$ cat config.mk
export PLATFORM = sky130hd
export DESIGN_NAME = cnn_maxpool
export DESIGN_NICKNAME = d
export VERILOG_FILES = /design/src/rtl/cnn_maxpool.sv
export SDC_FILE = /design/constraint.sdc
export NUM_CORES = 1
export LEC_CHECK = 0
export CAP_MARGIN = 20
export CORE_ASPECT_RATIO = 1.2
export CORE_MARGIN = 2
export CORE_UTILIZATION = 35
export DETAILED_ROUTE_END_ITERATION = 12
export PLACE_DENSITY_LB_ADDON = 0.05
export RECOVER_POWER = 25
export SLEW_MARGIN = 20
export SYNTH_ARGS = -nofsm -noshare
export SYNTH_HDL_FRONTEND = slang
export SYNTH_SLANG_ARGS = --single-unit
export TNS_END_PERCENT = 20
$ cat constraint.sdc
create_clock -name clk -period 3.6 [get_ports clk]
set_input_delay 0.72 -clock clk [delete_from_list [all_inputs] [get_ports clk]]
set_output_delay 0.72 -clock clk [all_outputs]
set_load 0.01 [all_outputs]
$ cat src/rtl/cnn_maxpool.sv
// cnn_maxpool -- 2x2, stride-2 max-pooling engine.
//
// Reads a row-major feature map from the conv output memory (synchronous read,
// data one cycle after the address) and writes the pooled, row-major result
// into the input data memory. Each window takes exactly five cycles
// (RD0..RD3 issue addresses, WR emits the result), with no gaps between windows.
//
// Ports:
//   clk, rst_n    clock (rising edge), asynchronous active-low reset
//   maxp_en       start pulse, sampled in IDLE only
//   fm_w, fm_h    source feature-map dimensions, latched at start
//   out_rd        conv output memory read data
//   maxp_out_ra   conv output memory read address
//   maxp_in_we    input memory write enable
//   maxp_in_wa    input memory write address
//   maxp_in_wd    input memory write data
//   maxp_busy     high whenever not IDLE
//   maxp_done     one-cycle completion pulse
module cnn_maxpool #(
    parameter int DATA_SIZE = 16,
    parameter int MEM_SIZE  = 12,
    parameter int DIM_SIZE  = 6
) (
    input  logic                 clk,
    input  logic                 rst_n,
    input  logic                 maxp_en,
    input  logic [DIM_SIZE-1:0]  fm_w,
    input  logic [DIM_SIZE-1:0]  fm_h,
    input  logic [DATA_SIZE-1:0] out_rd,
    output logic [MEM_SIZE-1:0]  maxp_out_ra,
    output logic                 maxp_in_we,
    output logic [MEM_SIZE-1:0]  maxp_in_wa,
    output logic [DATA_SIZE-1:0] maxp_in_wd,
    output logic                 maxp_busy,
    output logic                 maxp_done
);

    typedef enum logic [2:0] {
        S_IDLE,
        S_RD0,
        S_RD1,
        S_RD2,
        S_RD3,
        S_WR,
        S_DONE
    } state_t;

    state_t                       state_q, state_d;
    logic [MEM_SIZE-1:0]          fw_q, fw_d;     // latched source width
    logic [DIM_SIZE-1:0]          ow_q, ow_d;     // output width
    logic [DIM_SIZE-1:0]          oh_q, oh_d;     // output height
    logic [DIM_SIZE-1:0]          i_q, i_d;       // output row
    logic [DIM_SIZE-1:0]          j_q, j_d;       // output column
    logic [MEM_SIZE-1:0]          row_q, row_d;   // 2*i*fw
    logic [MEM_SIZE-1:0]          base_q, base_d; // 2*i*fw + 2*j
    logic [MEM_SIZE-1:0]          dst_q, dst_d;   // i*ow + j
    logic signed [DATA_SIZE-1:0]  acc_q, acc_d;

    logic [DIM_SIZE-1:0]          ow_in, oh_in;
    logic [MEM_SIZE-1:0]          fw2;
    logic [MEM_SIZE-1:0]          row_next;
    logic signed [DATA_SIZE-1:0]  rd_s;
    logic signed [DATA_SIZE-1:0]  max_rd;
    logic                         last_col, last_row;

    function automatic logic signed [DATA_SIZE-1:0] smax(
        input logic signed [DATA_SIZE-1:0] a,
        input logic signed [DATA_SIZE-1:0] b
    );
        return (a > b) ? a : b;
    endfunction

    assign ow_in    = fm_w >> 1;
    assign oh_in    = fm_h >> 1;
    assign fw2      = {fw_q[MEM_SIZE-2:0], 1'b0};
    assign row_next = row_q + fw2;
    assign rd_s     = $signed(out_rd);
    assign max_rd   = smax(acc_q, rd_s);
    assign last_col = (j_q == ow_q - DIM_SIZE'(1));
    assign last_row = (i_q == oh_q - DIM_SIZE'(1));

    always_comb begin
        state_d     = state_q;
        fw_d        = fw_q;
        ow_d        = ow_q;
        oh_d        = oh_q;
        i_d         = i_q;
        j_d         = j_q;
        row_d       = row_q;
        base_d      = base_q;
        dst_d       = dst_q;
        acc_d       = acc_q;
        maxp_out_ra = '0;
        maxp_in_we  = 1'b0;
        maxp_in_wa  = '0;
        maxp_in_wd  = '0;
        maxp_done   = 1'b0;
        maxp_busy   = (state_q != S_IDLE);

        case (state_q)
            S_IDLE: begin
                if (maxp_en) begin
                    fw_d   = MEM_SIZE'(fm_w);
                    ow_d   = ow_in;
                    oh_d   = oh_in;
                    i_d    = '0;
                    j_d    = '0;
                    row_d  = '0;
                    base_d = '0;
                    dst_d  = '0;
                    acc_d  = '0;
                    state_d = (ow_in == '0 || oh_in == '0) ? S_DONE : S_RD0;
                end
            end
            S_RD0: begin
                maxp_out_ra = base_q;
                state_d     = S_RD1;
            end
            S_RD1: begin
                maxp_out_ra = base_q + MEM_SIZE'(1);
                acc_d       = rd_s;
                state_d     = S_RD2;
            end
            S_RD2: begin
                maxp_out_ra = base_q + fw_q;
                acc_d       = max_rd;
                state_d     = S_RD3;
            end
            S_RD3: begin
                maxp_out_ra = base_q + fw_q + MEM_SIZE'(1);
                acc_d       = max_rd;
                state_d     = S_WR;
            end
            S_WR: begin
                // Fourth sample arrives this cycle, so the write data is the
                // combinational max against the accumulator.
                maxp_out_ra = base_q + fw_q + MEM_SIZE'(1);
                maxp_in_we  = 1'b1;
                maxp_in_wa  = dst_q;
                maxp_in_wd  = max_rd;
                dst_d       = dst_q + MEM_SIZE'(1);
                if (last_col) begin
                    j_d    = '0;
                    i_d    = i_q + DIM_SIZE'(1);
                    row_d  = row_next;
                    base_d = row_next;
                end else begin
                    j_d    = j_q + DIM_SIZE'(1);
                    base_d = base_q + MEM_SIZE'(2);
                end
                state_d = (last_col && last_row) ? S_DONE : S_RD0;
            end
            S_DONE: begin
                maxp_done = 1'b1;
                state_d   = S_IDLE;
            end
            default: state_d = S_IDLE;
        endcase
    end

    always_ff @(posedge clk or negedge rst_n) begin
        if (!rst_n) begin
            state_q <= S_IDLE;
            fw_q    <= '0;
            ow_q    <= '0;
            oh_q    <= '0;
            i_q     <= '0;
            j_q     <= '0;
            row_q   <= '0;
            base_q  <= '0;
            dst_q   <= '0;
            acc_q   <= '0;
        end else begin
            state_q <= state_d;
            fw_q    <= fw_d;
            ow_q    <= ow_d;
            oh_q    <= oh_d;
            i_q     <= i_d;
            j_q     <= j_d;
            row_q   <= row_d;
            base_q  <= base_d;
            dst_q   <= dst_d;
            acc_q   <= acc_d;
        end
    end

endmodule
* Word level (Yosys, flattened, before mapping)
Cells that the tools add are included.
** Word-level totals
- Register bits :: 83
- Word-level logic and storage cells :: 68
** Operators by class
- Reduce and logical (&&, ||, !) cells :: 14
- $lt $le $gt $ge :: 1
- Add/sub/neg operators :: 10
- Muxes and demuxes :: 23
- Equality and inequality tests :: 10
** Operators by type and width (count)
- case mux 12 bit (2 select lines) :: 3
- two-way mux 12 bit :: 4
- two-way mux 16 bit :: 3
- case mux 12 bit (4 select lines) :: 1
- case mux 16 bit (3 select lines) :: 1
- adder 12 x 1 -> 12 bit (second input constant) :: 3
- case mux 6 bit (2 select lines) :: 2
- two-way mux 6 bit :: 3
- case mux 3 bit (6 select lines) :: 1
- greater-than comparator 16 bit :: 1
- adder 12 x 2 -> 12 bit (second input constant) :: 1
- adder 12 x 6 -> 12 bit :: 1
- adder 12 x 7 -> 12 bit :: 1
- adder 6 x 1 -> 6 bit (second input constant) :: 2
- equality test 6 bit :: 2
- logical NOT 6 bit :: 2
- subtractor 5 x 1 -> 6 bit (second input constant) :: 2
- equality test 3 bit (second input constant) :: 3
- two-way mux 3 bit :: 3
- equality test 3 x 2 -> 1 bit (second input constant) :: 2
- AND reduction 2 bit :: 3
- nonzero test 3 bit :: 2
- inequality test 2 bit (second input constant) :: 2
- OR reduction 2 bit :: 2
- other kinds (7) :: 8

* Longest topological paths before layout
Gate-level depths: netlist of the first run.
- Depth in word-level cells :: 5
- Gate-level depth with buffers :: 12
- Depth with buffers taken out :: 11

* Least setup slack after synthesis of the first run
Ideal clock, no wire load.
- Path kind :: register to output
- Start point :: register ow_q[0] (netlist name)
- End point :: output maxp_out_ra[11]
- Data required time :: 2880 ps
- Data arrival time :: 3078 ps
- Buffers on the path :: 1
- Slack :: -198 ps
- Cell stages (with the launch flop) :: 11
- Cells stage by stage :: dfrtp_1 ha_1 a211o_1 a211o_1 a211oi_2 a41oi_1 or3_1 buf_6 nor3_4 xnor3_1 o211ai_1
** RTL lines
- to (decl) :: line 30 : output logic [MEM_SIZE-1:0] maxp_out_ra,

* Final worst setup path of the first run
- Start point :: register fw_q[0]
- End point :: output maxp_out_ra[11]
** Between the ends
- Longest elaborated chain between the ends :: 3
** Ends and longest elaborated chain
- from (decl) :: line 49 : logic [MEM_SIZE-1:0] fw_q, fw_d;
- from (signal assigned) :: line 175 : fw_q <= fw_d;
- adder 12 x 6 -> 12 bit * :: line 125, 130, 137
- adder 12 x 1 -> 12 bit :: line 130, 137
- case mux 12 bit (4 select lines) * :: line 100 : case (state_q)
Mark *: on every way between the ends. The rest lies on a longest branch, timed or not.

==> results of run 1 <==
[power by group]
part	total, uW	switching [uW]	internal (uW)
Sequential	1340	251	1090
Combinational	3590	1860	1730
Clock	924	383	540
[how the worst max path moves through the flow]
stage | from | to | slack (ns) | cells after the start
2_1_floorplan | ow_q[0] | maxp_out_ra[11] | -0.13 | 10
3_3_place_gp | out_rd[5] | maxp_in_wd[0] | -0.69 | 13
3_5_place_dp | out_rd[5] | maxp_in_wd[15] | -0.71 | 13
4_1_cts | base_q[0] | maxp_out_ra[11] | -0.38 | 12
5_1_grt | base_q[0] | maxp_out_ra[11] | -0.51 | 12
6_report | fw_q[0] | maxp_out_ra[11] | -0.32 | 12
[cell usage in the layout (no fill, tap or decap), drive strengths merged, types with 24 or more instances in the layout]
master,instances
a21oi,29
buf,130
clkdlybuf4s50,28
dfrtp,77
ha,35
inv,34
nand2,91
nor2,62
o21ai,59
xnor2,24
[final cells by class]
class / count / area [um^2]
clock buffer: 11 / 233
clock inverter: 5 / 60.1
fill: 1668 / 8350
inverter: 33 / 124
multi-input combinational: 560 / 3910
sequential: 77 / 1930
tap: 212 / 265
timing repair buffer: 180 / 1470
[flip-flops by register name (all words and copies together) (netlist names), 5 cells and up]
register	cells
acc_q	16
base_q	12
dst_q	12
row_q	11
i_q	6
j_q	6
oh_q	5
ow_q	5
[metrics by stage]
step	instance area [um^2]	util (%)	setup TNS (ns)	power (uW)
6_report	7990	48.9	-1.85	5850
5_1_grt	7990	48.9	-3.46	6330
4_1_cts	7900	48.3	-2.13	5810
3_5_place_dp	7470	45.7	-13.66	4660
3_3_place_gp	7470	45.7	-13.38	4600
2_1_floorplan	5870	-	-0.133	3250
[worst register-to-register path: stages (launching register included)]
cell	delay, ns
dfrtp_2	0.43
inv_2	0.08
buf_4	0.14
ha_1	0.30
xnor2_1	0.13
a311oi_1	0.24
o2111a_1	0.51
nand2_1	0.35
o2bb2a_1	0.42
o21a_1	0.20
a221oi_1	0.20
[per-layer routing]
metal / global-route usage, % / up-vias / part of all wire, %
li1: - / 2834 / -
met1: 25.5 / 2768 / 44
met2: 36.6 / 91 / 52
met3: 3.33 / 19 / 2.9
met4: 5.00 / 0 / 1.4
met5: 0 / - / 0
[cell families (layout without fill, tap and decap cells)]
| family | Yosys count | count (layout) | synth area share (%) |
|---|---|---|---|
| AO/OA/AOI/OAI | 189 | 189 | 21.5 |
| multiplexers | 23 | 23 | 3.97 |
| AND/OR/NAND/NOR | 262 | 262 | 21.0 |
| buffers and inverters | 70 | 229 | 4.63 |
| flip-flops | 77 | 77 | 32.9 |
| adder cells (fa/ha/maj) | 37 | 37 | 8.16 |
| XOR/XNOR | 49 | 49 | 7.79 |
[timing repair]
| item | CTS | global route |
|---|---|---|
| setup endpoints to repair | 27 | 27 |
| setup buffers | 5 | 3 |
| cloned | 1 | 0 |
| gates resized for setup | 152 | 32 |
| pin swaps | 32 | 15 |
| endpoints found under the hold margin | 0 | 0 |
==> metrics.cfg, run 1 <==
[cts]
numCtsBuffers = 9
clock_path_buffers = 2
path_clk_slew_ns = 0.06
hold_buffers = 0
cts_tree = built
clk-insertion-delay-late_ns = 0.35
cts-root-buf = clkbuf_16
clock_sinks = 77
cts-htree-levels = 3

[synthesis]
yosys-top-cells-count = nand2_1, dfrtp_1, nor2_1
synth_edf_count = 0
avgSynthCellArea_um2 = 8.29
synth.distinct_cells = 62
ys.flop_type = dfrtp_1
yosys.area.top_type_share_pct = 32.9
async_flop_share_pct = 100
synth_largest_area_cell = dfrtp_1
syn_nets = 775
syn_area_um2 = 5860
ys_seq_area_share_pct = 32.9
yosys_warnings = 0
syn_inst = 707
synth.most_common_cell = nand2_1
synth_area_leaders = dfrtp_1, ha_1, nand2_1, o21ai_0, nor2_1
ys_seq_elements = 77

[worst_setup_path]
cp_slowest_stage_delay_ns = 0.40
arrival_ns = 3.20
critPathKind = flop to primary output
path_buf_inv = 3
reg2reg_from = ow_q[0]
crit_path_end_kind = primary output
worst_path_max_delay_cell = dfrtp_1
critPathRequiredTime_ns = 2.88
rr_endpoint = state_q[2]
start_kind = flop
worstPathCellList = ha_2, buf_6, a211o_1, a211o_1, a211oi_2, a41oi_2, or3_4, buf_6, o31a_1, o21ai_2, o211ai_1, buf_2
reg2reg_depth = 10
path_delay_family = compound AO/OA/AOI/OAI gates
path_max_fanout = 5
ff2ff_setup_slack_ns = 0.47

[hold_path]
hold_path_depth = 1
whs_endpoint = dst_q[11]
min_path_type = flop to flop
worstHoldStart = dst_q[11]

[die]
dieArea_um2 = 17800
die_w_um = 122
floorplan.rows = 51
floorplan.initialDensity_pct = 35.9
chipHeight_um = 146
coreArea_um2 = 16300
io_pins = 74

[sta]
max_slew_margin_pct = -35.1
layout_min_cycle_time_ns = 3.92
hold_violations = 0
fmax_ghz = 0.255
finalSetupViolations = 8
setup_slack_ns = -0.316
worst_slew_pin_slew_ns = 2.03
fin_skew_ns = 0.0141
rsz0062_at_grt = yes
finalCritPeriodShare_pct = 109
slew_violations = 78
hold_slack_ns = 0.478

[layout]
stdcell_count = 1078
drive_gt1_share_pct = 23.1
diodes = 0
num-nets-final = 929
synthToLayoutAreaGrowth_pct = 36.3

[drt]
totalWireLength_mm = 17.5
dr.pass1.iters = 4
route.detailed.drc = 0
vias_per_cell = 5.30
ant_nets = 0
vias = 5712
wire_per_inst_um = 16.3
first_iter_violations = 325

[global_routing]
antenna_found_initial = 0
grt_pass1_wl_mm = 29.5
grt_max_degree = 78
gr-total-overflow = 0
grt_pass1_vias = 5914
grt_usage_pct = 20.5

[flow_run]
timing.max_cap.violations = 1

[placement]
dp_slack_ns = -0.713
gp_congestion = 0.858
dp.cells = 1053
place_hpwl_mm = 12.7
portBuffers = 72

[pwr]
ir_drop_mv = 0.332
p_per_area_nw_per_um2 = 733
total_leakage_power_uw = 0.00377

[status]
status = finished, violations left
violations = capacitance limit, slew limit, setup timing

No activity file was read; power rests on OpenSTA's default activity.
==> inputs of run 2 (changes only) <==
--- a/config.mk
+++ b/config.mk
@@ -5,6 +5,7 @@
 export SDC_FILE = /design/constraint.sdc
 export NUM_CORES = 1
 export LEC_CHECK = 0
+export ABC_CLOCK_PERIOD_IN_PS = 3600
 export CAP_MARGIN = 20
 export CORE_ASPECT_RATIO = 1.2
 export CORE_MARGIN = 2
==> results of run 2 <==
The final DEF is identical to that of run 1; final timing and power are the same.
==> inputs of run 3 (changes only) <==
--- a/config.mk
+++ b/config.mk
@@ -5,13 +5,11 @@
 export SDC_FILE = /design/constraint.sdc
 export NUM_CORES = 1
 export LEC_CHECK = 0
-export ABC_CLOCK_PERIOD_IN_PS = 3600
 export CAP_MARGIN = 20
-export CORE_ASPECT_RATIO = 1.2
+export CORE_ASPECT_RATIO = 1.4
 export CORE_MARGIN = 2
 export CORE_UTILIZATION = 35
 export DETAILED_ROUTE_END_ITERATION = 12
-export PLACE_DENSITY_LB_ADDON = 0.05
 export RECOVER_POWER = 25
 export SLEW_MARGIN = 20
 export SYNTH_ARGS = -nofsm -noshare
==> metrics.cfg, run 3 (synthesis results as in run 1) <==
[worst_setup_path]
arrival_ns = 3.24
path_max_fanout = 5
critPathRequiredTime_ns = 2.88
crit_path_end_kind = primary output
ff2ff_setup_slack_ns = 0.61
critPathKind = flop to primary output
start_kind = flop

[sta]
worst_slew_pin_slew_ns = 2.00
tns_ns = -1.41
layout_min_cycle_time_ns = 3.96
fmax_ghz = 0.252
fin_skew_ns = 0.0118
rsz0062_at_grt = yes
slew_violations = 78
setup_slack_ns = -0.364
hold_slack_ns = 0.486
finalCritPeriodShare_pct = 110
hold_violations = 0
max_slew_margin_pct = -33.2
finalSetupViolations = 6

[status]
status = finished, violations left
violations = capacitance limit, slew limit, setup timing

[pwr]
p_sw_uw = 2560
seqPwrFrac_pct = 22.8
ir_drop_mv = 0.293
sw_frac_of_total_pct = 43.9
p_comb_share_pct = 62.1
total_leakage_power_uw = 0.00378
p_per_area_nw_per_um2 = 726
clock_power_share_pct = 15.1
p_int_uw = 3270

[cts]
numCtsBuffers = 9
clock_sinks = 77
hold_buffers = 0
path_clk_slew_ns = 0.06
cts-htree-levels = 3
clk-insertion-delay-late_ns = 0.34
cts_tree = built
cts-root-buf = clkbuf_16
clock_path_buffers = 2

[layout]
fin_util_pct = 48.3
diodes = 0
layout.cells.most_common = buf_4
num-nets-final = 936
final_cell_mix = buf_4, nand2_1, dfrtp_1, nor2_1, o21ai_0
top_regs = acc_q: 16 flops, base_q: 12 flops, dst_q: 12 flops
largest_register = acc_q
drive_gt1_share_pct = 24.7
fill_cells = 1642
largest_reg_flops = 16
synthToLayoutAreaGrowth_pct = 37.0

[global_routing]
grt_max_degree = 78
grt_pass1_vias = 5830
grt_usage_pct = 19.8
gr-total-overflow = 0
antenna_found_initial = 0
grt_pass1_wl_mm = 28.5

[drt]
dr.pass1.iters = 4
ant_nets = 0
wire_per_inst_um = 16.0
first_iter_violations = 267
vias_per_cell = 5.38
vias = 5785
route.detailed.drc = 0
totalWireLength_mm = 17.2

[die]
floorplan.initialDensity_pct = 35.3
chipHeight_um = 157
dieArea_um2 = 17800
die_w_um = 113
floorplan.rows = 56
io_pins = 74
coreArea_um2 = 16600

[placement]
dp_slack_ns = -0.752
portBuffers = 72
place_hpwl_mm = 12.5
gp_congestion = 0.836

[hold_path]
min_path_type = flop to flop

[flow_run]
timing.max_cap.violations = 1

## run 3: changes by cell type in the layout (fill, tap and decap cells not counted), sizes merged
| cell | delta |
|---|---|
| buf | +9 |
| clkdlybuf4s15 | -3 |
| clkinvlp | +2 |
| inv | +2 |
| bufinv | -1 |
| clkbuf | -1 |
| clkdlybuf4s50 | +1 |
| clkinv | -1 |
| dlygate4sd2 | -1 |
## run 3: timing repair
item,CTS,global route
cloned,1,0
pin swaps,28,24
buffers inserted,4,7
endpoints found under the setup margin,27,27
gates resized for setup,147,50
## run 3: power by group through the flow
| stage | combinational, uW | sequential (uW) | clock, uW |
|---|---|---|---|
| finish | 3620 | 1330 | 880 |
| global placement | 3310 | 1310 | 0 |
| CTS | 3490 | 1320 | 891 |
| detailed placement | 3340 | 1310 | 0 |
| floorplan | 1980 | 1280 | 0 |
| global route | 3980 | 1350 | 930 |
## run 3: final timing paths
kind,cells past startpoint,to,from
worst max-delay path,11,maxp_out_ra[11],base_q[1]
worst min-delay path,1,dst_q[11],dst_q[11]
worst max register to register,11,state_q[2],state_q[1]
worst min register to register,1,dst_q[11],dst_q[11]
max in group asynchronous,1,base_q[1],rst_n
min in group asynchronous,1,dst_q[4],rst_n
## run 3: area by class of cell
cell class | instances | area [um^2] | area share [%]
tap | 203 | 254 | 3.16
clock inverter | 7 | 57.6 | 0.717
clock buffer | 9 | 225 | 2.81
multi-input combinational | 560 | 3960 | 49.3
inverter | 33 | 124 | 1.54
timing repair buffer | 187 | 1480 | 18.5
sequential | 77 | 1930 | 24.0
## run 3: routing by layer
metal | vias to the layer above | share of wire [%] | GRT usage [%] | wire [um]
met1 | 2819 | 44 | 25.1 | 7640
met3 | 18 | 2.4 | 1.85 | 422
met4 | 0 | 1.8 | 6.27 | 315
li1 | 2866 | - | - | -
met5 | - | 0 | 0 | 0
met2 | 82 | 51 | 35.3 | 8870
## run 3: worst max-delay path, cell delays in order, from the launching register on
cell and delay [ns]:
dfrtp_2 0.44, ha_4 0.25, a211o_1 0.32, a211o_1 0.28
a211oi_2 0.25, a41oi_2 0.16, or3_4 0.43, buf_6 0.16
o31a_1 0.23, o21ai_1 0.13, o211ai_1 0.10, buf_2 0.16
## run 3: per-stage QoR
stage                     std cells  power (uW)  cell area, um^2
after CTS                      1071        5700             7880
after floorplan                 707        3250             5870
final                          1076        5820             8030
after global placement         1050        4620             7490
after detailed placement       1050        4650             7500
after global routing           1076        6270             8030
